[src/rtl/int_to_half_convert.sv]
// 32-bit integer to IEEE-754 half converter (FCVT.H.W / FCVT.H.WU).
// Normalises one bit per cycle, then rounds to nearest even in a single cycle.
package int_to_half_pkg;
    localparam int HALF_EXPONENT_W = 5;
    localparam int HALF_FRACTION_W = 10;

    typedef enum logic [2:0] {
        FUNCT_H_W  = 3'd0,
        FUNCT_H_WU = 3'd1,
        FUNCT_W_H  = 3'd2,
        FUNCT_WU_H = 3'd3
    } fpu_cvt_type_t;
endpackage

// state | meaning
// IDLE  | waiting for an operand, in_ready high
// NORM  | shifting magnitude left until its MSB reaches the top bit
// ROUND | extract fraction, round to nearest even, detect overflow
// DONE  | result presented, out_valid high until out_ready
module int_to_half_convert
    import int_to_half_pkg::*;
#(
    parameter int INT_WIDTH      = 32,
    parameter int EXPONENT_WIDTH = HALF_EXPONENT_W,
    parameter int FRACTION_WIDTH = HALF_FRACTION_W,
    parameter int BIAS           = 15
) (
    input  logic                 CLK,
    input  logic                 nRST,
    input  logic                 in_valid,
    output logic                 in_ready,
    input  logic [INT_WIDTH-1:0] in,
    input  fpu_cvt_type_t        cvt_type,
    output logic                 out_valid,
    input  logic                 out_ready,
    output logic [31:0]          out,
    output logic                 flag_nx,
    output logic                 flag_of
);
    localparam int CNT_W  = $clog2(INT_WIDTH);
    localparam int HALF_W = 1 + EXPONENT_WIDTH + FRACTION_WIDTH;
    localparam int GRD    = INT_WIDTH - 2 - FRACTION_WIDTH;
    localparam logic [7:0] EXP_MAX = 8'((1 << EXPONENT_WIDTH) - 1);

    typedef enum logic [1:0] {IDLE, NORM, ROUND, DONE} state_t;

    state_t                r_state;
    logic                  r_sign;
    logic [INT_WIDTH-1:0]  r_mag;
    logic [CNT_W-1:0]      r_cnt;
    logic [31:0]           r_out;
    logic                  r_nx;
    logic                  r_of;

    logic                      w_supported;
    logic                      w_neg;
    logic [INT_WIDTH-1:0]      w_abs;
    logic [FRACTION_WIDTH-1:0] w_frac;
    logic                      w_guard;
    logic                      w_sticky;
    logic                      w_round_up;
    logic [FRACTION_WIDTH:0]   w_frac_sum;
    logic [7:0]                w_exp;
    logic                      w_overflow;

    assign w_supported = (cvt_type == FUNCT_H_W) || (cvt_type == FUNCT_H_WU);
    assign w_neg       = (cvt_type == FUNCT_H_W) && in[INT_WIDTH-1];
    // Two's complement negate also maps the most negative value onto itself, which is its true magnitude.
    assign w_abs       = w_neg ? (~in + 1'b1) : in;

    assign w_frac     = r_mag[INT_WIDTH-2 -: FRACTION_WIDTH];
    assign w_guard    = r_mag[GRD];
    assign w_sticky   = |r_mag[GRD-1:0];
    assign w_round_up = w_guard && (w_sticky || w_frac[0]);
    assign w_frac_sum = {1'b0, w_frac} + {{FRACTION_WIDTH{1'b0}}, w_round_up};
    assign w_exp      = 8'(BIAS) + 8'(r_cnt) + {7'd0, w_frac_sum[FRACTION_WIDTH]};
    assign w_overflow = (w_exp >= EXP_MAX);

    always_ff @(posedge CLK or negedge nRST) begin
        if (!nRST) begin
            r_state <= IDLE;
            r_sign  <= 1'b0;
            r_mag   <= '0;
            r_cnt   <= '0;
            r_out   <= '0;
            r_nx    <= 1'b0;
            r_of    <= 1'b0;
        end else begin
            case (r_state)
                IDLE: begin
                    if (in_valid) begin
                        r_sign <= w_neg;
                        r_mag  <= w_abs;
                        r_cnt  <= CNT_W'(INT_WIDTH - 1);
                        if (!w_supported || (w_abs == '0)) begin
                            r_out   <= '0;
                            r_nx    <= 1'b0;
                            r_of    <= 1'b0;
                            r_state <= DONE;
                        end else begin
                            r_state <= NORM;
                        end
                    end
                end
                NORM: begin
                    if (r_mag[INT_WIDTH-1]) begin
                        r_state <= ROUND;
                    end else begin
                        r_mag <= r_mag << 1;
                        r_cnt <= r_cnt - 1'b1;
                    end
                end
                ROUND: begin
                    if (w_overflow) begin
                        r_out <= 32'({r_sign, {EXPONENT_WIDTH{1'b1}}, {FRACTION_WIDTH{1'b0}}});
                        r_nx  <= 1'b1;
                        r_of  <= 1'b1;
                    end else begin
                        r_out <= 32'(HALF_W'({r_sign, w_exp[EXPONENT_WIDTH-1:0],
                                               w_frac_sum[FRACTION_WIDTH-1:0]}));
                        r_nx  <= w_guard || w_sticky;
                        r_of  <= 1'b0;
                    end
                    r_state <= DONE;
                end
                DONE: begin
                    if (out_ready) r_state <= IDLE;
                end
                default: r_state <= IDLE;
            endcase
        end
    end

    assign in_ready  = (r_state == IDLE);
    assign out_valid = (r_state == DONE);
    assign out       = r_out;
    assign flag_nx   = r_nx;
    assign flag_of   = r_of;

endmodule

[config.mk]
export PLATFORM = sky130hd
export DESIGN_NAME = int_to_half_convert
export DESIGN_NICKNAME = d
export VERILOG_FILES = /design/src/rtl/int_to_half_convert.sv
export SDC_FILE = /design/constraint.sdc
export NUM_CORES = 1
export LEC_CHECK = 0
export CAP_MARGIN = 25
export CELL_PAD_IN_SITES_DETAIL_PLACEMENT = 0
export CELL_PAD_IN_SITES_GLOBAL_PLACEMENT = 1
export CORE_MARGIN = 5
export CORE_UTILIZATION = 37
export CTS_CLUSTER_DIAMETER = 150
export DETAILED_ROUTE_END_ITERATION = 8
export GPL_ROUTABILITY_DRIVEN = 0
export PLACE_DENSITY_LB_ADDON = 0.1
export SLEW_MARGIN = 20
export SYNTH_ARGS = -nofsm -noshare
export SYNTH_HDL_FRONTEND = slang
export SYNTH_SLANG_ARGS = --single-unit
export TNS_END_PERCENT = 100
[constraint.sdc]
create_clock -name CLK -period 3.1 [get_ports CLK]
set_input_delay 0.93 -clock CLK [delete_from_list [all_inputs] [get_ports CLK]]
set_output_delay 0.93 -clock CLK [all_outputs]
set_load 0.02 [all_outputs]
==> run summary <==
Synthesis
- sky130_fd_sc_hd__dfrtp_1 (31%), sky130_fd_sc_hd__o21ai_0 (5.7%), sky130_fd_sc_hd__xor2_1 (5.0%) — biggest area contributors in the synthesized netlist
- 0.0131 — fraction of synthesized area in multiplexers
- 0.310 — share of the yosys chip area belonging to registers
- 70 — number of library cell types mapped by synthesis
- 1.00 — ys async rst share
- 0 — number of enable flip-flop cells after synthesis
- 0.236 — complex-gate fraction of the synthesized area
- 0.253 — Simple-Gate Fraction of Synth Area
- 0.00469 sq mm — Post-Syn Area
- 0.0747 — Post-Synth XOR/XNOR Area
- sky130_fd_sc_hd__dfrtp_1 — commonest register cell after synthesis
- 7.97 sq um — synthesized area per cell
- 0.310 — Yosys top cell area share
- 588 — Gate Count Post-Synth
- 0 — Ys Warns
- 58 — flop and latch count out of synthesis
- 0.0267 — area share of fa/ha/maj cells after synthesis
- simple AND/OR/NAND/NOR gates — dominant combinational cell family by area after synthesis
- sky130_fd_sc_hd__dfrtp_1 — library cell occupying the most area in the post-synthesis netlist

Setup path
- 3700 ps — data arrival time of the worst path
- simple AND/OR/NAND/NOR gates — top cell family by delay on the critical path
- 5 — number of buffers and inverters on the critical path
- input pin to flip-flop — kind of critical path
- input pin — Worst Setup Start Kind
- -230 ps — setup slack of the worst register-to-register path
- flip-flop — element type at the critical path end
- 540 ps — Crit path largest cell delay
- 4 — crit path max fanout
- sky130_fd_sc_hd__buf_6 — most frequent cell on the critical path
- 3330 ps — required time of the critical path
- sky130_fd_sc_hd__or4_4 — Max stage delay cell, worst path
- buf_6 > buf_6 > buf_6 > nor3_4 > nand2_4 > buf_6 > or4_4 > o41ai_4 > o211ai_1 > nand4b_1 > buf_6 > a211o_4 > o32ai_2 — Critical Path, Cell by Cell

GRT
- 47 — pin count of the biggest net entering global routing
- 0 — sum of overflow across all layers after global routing
- 25.6 mm — wire length of the first global-routing pass
- 0 — initial antenna violation count
- 5,171 — via count of the first global-routing pass
- 0.214 — gr usage total

Drt
- 5,124 — vias post-DR
- 15.7 mm — routed wire length
- 5.26 — via density per instance
- 16.1 um — average wire length per cell after detail routing
- 5 — number of optimization iterations in the first detailed-route pass
- 348 — 1st-iter DRT viols
- 0 — remaining antenna violation count after routing
- 0 — remaining design rule violation count

Floorplan
- 41 — number of core rows
- 123 um — horizontal die dimension
- 0.375 — starting utilization of the core area
- 75 — Top Ports
- 0.0150 sq mm — Die Area
- 0.0125 sq mm — core outline area
- 123 um — height of the die

Timing
- -372 ps — setup slack of the critical path after layout
- 19 — Setup-failing EPs final
- 0.443 — Max-Slew Margin vs Limit
- 0 — max-slew violation count
- 1.12 — share of the cycle needed by the critical path after routing
- 0 — count of final hold-check violations
- 835 ps — Tightest Pin Transition
- -5780 ps — final setup TNS
- 3470 ps — Final min period
- 288 MHz — maximum operating frequency
- 508 ps — worst hold slack across all endpoints
- 5.43 ps — setup skew after layout
- true — unrepaired setup endpoints after global routing

Cells and area
- 56.8% — Area growth, synth to finish
- 0.356 — share of cells above drive strength 1
- 847 — number of nets in the final layout
- 1,189 — final-layout fill cell count
- 0.00735 sq mm — fin area
- 0 — number of diodes

Placement
- 58 — number of buffer cells added on primary ports
- 11.8 mm — sum of net half-perimeters after detailed placement
- 0.00637 sq mm — Post-Place Cell Area

Worst hold path
- flip-flop to flip-flop — type of the most critical hold path

CTS
- 50 ps — clock transition at the registers of the reported paths
- sky130_fd_sc_hd__clkbuf_16 — root buffer selected by CTS
- 330 ps — Worst-Skew Late Latency
- built — CTS tree
- 2 — number of buffers on the longest clock path
- 0 — CTS hold repair buffers
- 3 — Clock H-tree levels
- 9 — cts bufs inserted
- 58 — number of sinks handled by clock tree synthesis

Job
- 0 — number of max-cap violations

Pwr
- 620 mW/mm^2 — power per cell area
- 0.000447 V — maximum ir drop on the vdd rail
- 3.25 nW — Lkg Pwr
- 0.00456 W — Total Power

Run status
- setup timing — failing checks
- finished with violations — outcome

[cells by family after synthesis]
kind of cell / count (synthesis)
mux: 6
other cells: 1
fa+ha+maj: 10
compound gates: 169
flops: 58
simple gates: 224
xor+xnor: 40
buf+inv: 80
[registers in the layout, summed over array words and instances (netlist names)]
signal and flops:
r_mag 32, out 16, r_cnt 5, r_state 2
flag_nx 1, flag_of 1, r_sign 1
[layer usage]
metal / routed length, um / up-vias / track usage
met5: 0 / - / 0
met4: 315 / 0 / 0.0728
met3: 689 / 27 / 0.0433
met2: 7960 / 139 / 0.374
met1: 6700 / 2422 / 0.263
li1: - / 2536 / -
[worst paths after layout]
path                           start  cells after the start         end
min in group asynchronous       nRST                      1    r_cnt[4]
setup reg to reg           r_mag[23]                     16      out[7]
setup / recovery               in[2]                     13      out[1]
hold / removal              r_cnt[0]                      1    r_cnt[0]
hold reg to reg             r_cnt[0]                      1    r_cnt[0]
max in group asynchronous       nRST                      2  r_state[1]
[Yosys cell counts, drive strengths merged (5+ instances only)]
cell and n:
a22oi 15, or4 9, mux2i 5, nor2b 5, inv 29, a21oi 38, or3 7, o32ai 5
a221o 10, ha 10, nand2 56, o31ai 6, nor4 11, o21ai 55, dfrtp 58, and3 8
nand2b 10, a31oi 7, nor3 16, xor2 27, nand3 16, nor2 56, nand4 7, buf 28
clkbuf 23, a41oi 6, xnor2 13
[layout by cell type, fill, tap and decap left out, types with 12 or more instances in the layout]
master,synthesis,routed
sky130_fd_sc_hd__inv_1,29,27
sky130_fd_sc_hd__a22oi_1,15,15
sky130_fd_sc_hd__nand2_1,56,54
sky130_fd_sc_hd__o21ai_0,53,45
sky130_fd_sc_hd__buf_4,19,156
sky130_fd_sc_hd__dfrtp_1,58,58
sky130_fd_sc_hd__buf_6,2,22
sky130_fd_sc_hd__dlygate4sd2_1,0,12
sky130_fd_sc_hd__conb_1,1,16
sky130_fd_sc_hd__clkdlybuf4s50_1,0,26
sky130_fd_sc_hd__nand3_1,15,14
sky130_fd_sc_hd__nor2_1,54,54
sky130_fd_sc_hd__xor2_1,27,24
sky130_fd_sc_hd__a21oi_1,37,36
[per-stage QoR]
| stage | setup WS [ps] | cells | util |
|---|---|---|---|
| after floorplan | -430 | 603 | - |
| after global placement | -1050 | 924 | 0.509 |
| after detailed placement | -1150 | 924 | 0.509 |
| after CTS | -375 | 964 | 0.566 |
| after global routing | -462 | 975 | 0.587 |
| final | -372 | 975 | 0.587 |
[power by group]
part	internal (W)	leakage, nW	switching (W)
sequential	0.00104	0.719	0.000220
combinational	0.00104	2.40	0.00134
clock	0.000561	0.134	0.000355
total	0.00264	3.25	0.00192
[what timing repair did]
action                                  CTS  global route
setup buffers                            24            11
cloned                                    0             0
endpoints found under the setup margin   21            19
pin swaps                                38            24
endpoints found under the hold margin     0             0
resized for setup                       132            43
[cell type report]
cell class	count	area, sq um	area share
multi-input combinational	465	3350	0.456
timing repair buffer	235	1940	0.263
sequential	58	1450	0.197
clock buffer	10	239	0.0325
tap	172	215	0.0293
inverter	29	114	0.0155
clock inverter	6	42.5	0.00579
Note: power is estimated with default switching activity, not from simulation.
==> RTL change 1, RTL diff (same flow settings) <==
The 4 states of `state_t` get a one-hot encoding in 4 bits.
--- a/src/rtl/int_to_half_convert.sv
+++ b/src/rtl/int_to_half_convert.sv
@@ -44,3 +44,3 @@
 
-    typedef enum logic [1:0] {IDLE, NORM, ROUND, DONE} state_t;
+    typedef enum logic [3:0] {IDLE = 4'b0001, NORM = 4'b0010, ROUND = 4'b0100, DONE = 4'b1000} state_t;
 
Function: same outputs for any inputs over 10 cycles, from zero or initial values and one cycle with nRST low; not proved beyond that.
==> RTL change 1 against the original RTL <==
The run still ends with negative setup slack left. Clock power is 17% lower. Combinational power is 50% lower. Worst hold slack lost 27 ps. Wire length decreased by 18%. Area after synthesis fell by 13%. Total power shrank 29%. Cell count fell by 20%. Sequential cell count is 2 higher. Cell area shrank 15%. Setup slack barely moved. Critical endpoint is now out[6]$_DFFE_PN0P_. Largest cell class unchanged.
==> RTL change 1: results <==
{
  "violations": "negative setup slack",
  "cpPeakStageDelay_ps": 580,
  "grt_pass1_vias": 4191,
  "placed_cells": 730,
  "post-place-ws_ps": -1260,
  "drt_iter0_drc": 207,
  "worst-path-max-fanout": 5,
  "synthCells": 456,
  "dp_hpwl_mm": 9.258,
  "setup_slack_ps": -371.7,
  "ys_types": 59,
  "vias": 4139,
  "r2r-end": "out[1]$_DFFE_PN0P_",
  "wl_per_cell_um": 16.46,
  "grt_max_degree": 32,
  "slew_headroom": 0.5185,
  "path_delay_family": "simple AND/OR/NAND/NOR gates",
  "synth.area.top_cells": "dfrtp_1 (36%), a22oi_1 (5.5%), o21ai_0 (5.1%)",
  "synth_seq_area_share": 0.3671,
  "num-nets-final": 677,
  "synth_common_cells": "dfrtp_1 (59), o21ai_0 (42), nor2_1 (32)",
  "status": "finished, violations left",
  "yosys.area_share.adder": 0.01834,
  "synth_top_family_by_area": "compound AO/OA/AOI/OAI gates",
  "p_switching_uw": 1173,
  "reg2reg_depth": 13,
  "finalSetupViolations": 20,
  "drtPass1Iterations": 4,
  "drive_gt1_frac": 0.3642,
  "finalSetupTns_ps": -6839,
  "peakVddDrop_uv": 343.3,
  "routed_wl_mm": 12.79,
  "grt_pass1_wl_mm": 20.64,
  "fillers": 983,
  "leakagePower_uw": 0.002724,
  "r2r-start": "r_mag[21]$_DFFE_PN0P_",
  "synth_xor_xnor_area_share": 0.08985,
  "min_to": "out[12]$_DFFE_PN0P_",
  "grtUsageTotal": 0.1952
}
RTL change 1: per-stage QoR:
stage	hold slack (ps)	util	total power, µW
global placement	464.8	0.5127	2395
floorplan	450.2	-	1958
CTS	485.5	0.5614	3235
finish	481.3	0.5772	3236
global route	511.6	0.5772	3469
detailed placement	466.9	0.5127	2415
RTL change 1: cell type report:
cell class | instances | area share
multi-input cells | 359 | 0.4361
repair buffers | 192 | 0.2551
flip-flops and latches | 60 | 0.2402
well taps | 140 | 0.02799
clock buffers | 11 | 0.02260
clock inverters | 5 | 0.01200
inverters | 10 | 0.005999
RTL change 1: per-layer routing:
layer	GRT usage	vias up	wire length (µm)
met1	0.2516	1971	5753
li1	-	2036	-
met2	0.3225	105	6177
met5	0	-	0
met4	0.08372	0	382
met3	0.03368	27	478
RTL change 1: cells by family (layout without fill, tap and decap cells):
group / after synthesis / count (layout)
AOI/OAI and AO/OA: 142 / 145
DFF: 60 / 60
and+or+nand+nor: 143 / 143
xor gates and xnor gates: 42 / 42
buffers and inverters: 55 / 218
other: 1 / 16
muxes: 7 / 7
adders and majority gates: 6 / 6
RTL change 1: repair_timing:
action / CTS / global route
gates resized for setup: 99 / 49
buffers inserted: 18 / 10
pin swaps: 42 / 28
endpoints found under the hold margin: 0 / 0
gates cloned: 3 / 0
setup endpoints to repair: 21 / 20
RTL change 1: how the worst max path moves through the flow:
stage / cells past startpoint / slack [ps] / startpoint / endpoint
after floorplan: 11 / -390 / in[8] / flag_of$_DFFE_PN0P_
after global placement: 12 / -1210 / in[1] / out[6]$_DFFE_PN0P_
after detailed placement: 10 / -1260 / in[6] / out[0]$_DFFE_PN0P_
after CTS: 12 / -420 / in[16] / out[0]$_DFFE_PN0P_
after global routing: 12 / -530 / in[5] / out[9]$_DFFE_PN0P_
final: 12 / -370 / in[5] / out[6]$_DFFE_PN0P_
RTL change 1: worst register-to-register path: stages (launching register included):
cell and delay (ps):
dfrtp_1 390, and2_1 170, ha_1 180, nand3_1 130
nor2_1 170, nand3_1 130, ha_1 220, ha_1 220
inv_1 100, a31oi_1 90, o31ai_1 290, or2_2 170
clkinv_1 230, a22o_1 310
RTL change 1: power by group through the flow:
stage               registers [µW]  clock network [µW]  logic [µW]
floorplan                     1260                   0         700
detailed placement            1290                   0        1130
global placement              1280                   0        1110
CTS                           1280                 779        1180
finish                        1290                 761        1190
global route                  1330                 807        1330
==> RTL change 2, RTL diff (same settings) <==
Without the edit above. Set the parameter `INT_WIDTH` to 16 (it was 32).
--- a/src/rtl/int_to_half_convert.sv
+++ b/src/rtl/int_to_half_convert.sv
@@ -22,3 +22,3 @@
 #(
-    parameter int INT_WIDTH      = 32,
+    parameter int INT_WIDTH      = 16,
     parameter int EXPONENT_WIDTH = HALF_EXPONENT_W,
Interface: changed (resized in); port bits go from 75 to 59. No check against the original RTL was run, so the function may have changed too.
==> RTL change 2 against the original RTL <==
Combinational power fell by 23%. Sequential cell count decreased by 17. Global-route usage is 5.7 points lower. Total power down 30%. Setup slack better by 450 ps. Cell area decreased by 44%. Clock skew grew 0.61 ps. Die area down 35%. Sequential share of layout area increased by 5.2 points. Area after synthesis is 37% lower. Wire length is 52% lower. Via count fell by 49%.
==> RTL change 2: results <==
{
  "insertion_delay_ps": 290,
  "syn_area_per_cell_um2": 8.880,
  "use_met3": 0.02689,
  "vias_per_cell": 4.801,
  "r2r-start": "r_mag[4]$_DFFE_PN0P_",
  "cts_resized": 39,
  "finalClockSkew_ps": 6.039,
  "status": "complete, no violations",
  "hold_depth": 2,
  "io_buffers": 42,
  "cpPeakStageDelay_ps": 330,
  "wl_met3_um": 275,
  "synth.area.top_cells": "dfrtp_1 (35%), nand2_1 (4.7%), ha_1 (4.3%)",
  "postCtsSetupRepairBufs": 12,
  "r2r-end": "out[0]$_DFFE_PN0P_",
  "drt_iter0_drc": 89,
  "endpoint": "out[3]$_DFFE_PN0P_",
  "wl_met2_mm": 3.609,
  "grt_pass1_vias": 2570,
  "cp_data_arrival_time_ps": 3200,
  "drive_gt1_frac": 0.3043,
  "reg2reg_depth": 14,
  "drt-met1-wl_mm": 3.473,
  "fillers": 763,
  "worst_pin_slew_ps": 573.0,
  "crit_path_start": "in[3]",
  "path_delay_family": "multiplexers",
  "worst-path-max-fanout": 5,
  "wl_per_cell_um": 13.88,
  "grtUsageTotal": 0.1578,
  "placed_cells": 519,
  "min_to": "r_sign$_DFFE_PN0P_",
  "synth_xor_xnor_area_share": 0.07173,
  "grt_max_degree": 42
}
RTL change 2: area by class of cell:
class	instances	area (µm²)	area share
well taps	102	127.6	0.03102
multi-input cells	258	1851	0.4498
inverters	17	63.81	0.01551
clock inverters	2	35.03	0.008516
clock buffers	5	68.82	0.01673
flip-flops and latches	41	1026	0.2494
repair buffers	114	942.2	0.2290
RTL change 2: through the flow:
step                        util  TNS, ps  hold WS [ps]  total power [µW]  worst slack [ps]
final                     0.5324        0         495.3              3212             78.31
after global placement    0.4938    -8130         488.7              2707            -477.1
after floorplan                -        0         450.2              2113             14.83
after detailed placement  0.4938    -8096         483.2              2739            -484.2
after CTS                 0.5335        0         500.4              3409             1.625
after global routing      0.5324   -3.361         525.5              3486            -3.361
RTL change 2: where the power goes:
part | switching (µW) | leakage (µW) | total (µW) | internal [µW]
Combinational | 936 | 0.00132 | 1830 | 891
Clock | 178 | 0.0000540 | 412 | 234
Sequential | 207 | 0.000517 | 974 | 767
Total | 1320 | 0.00189 | 3210 | 1890
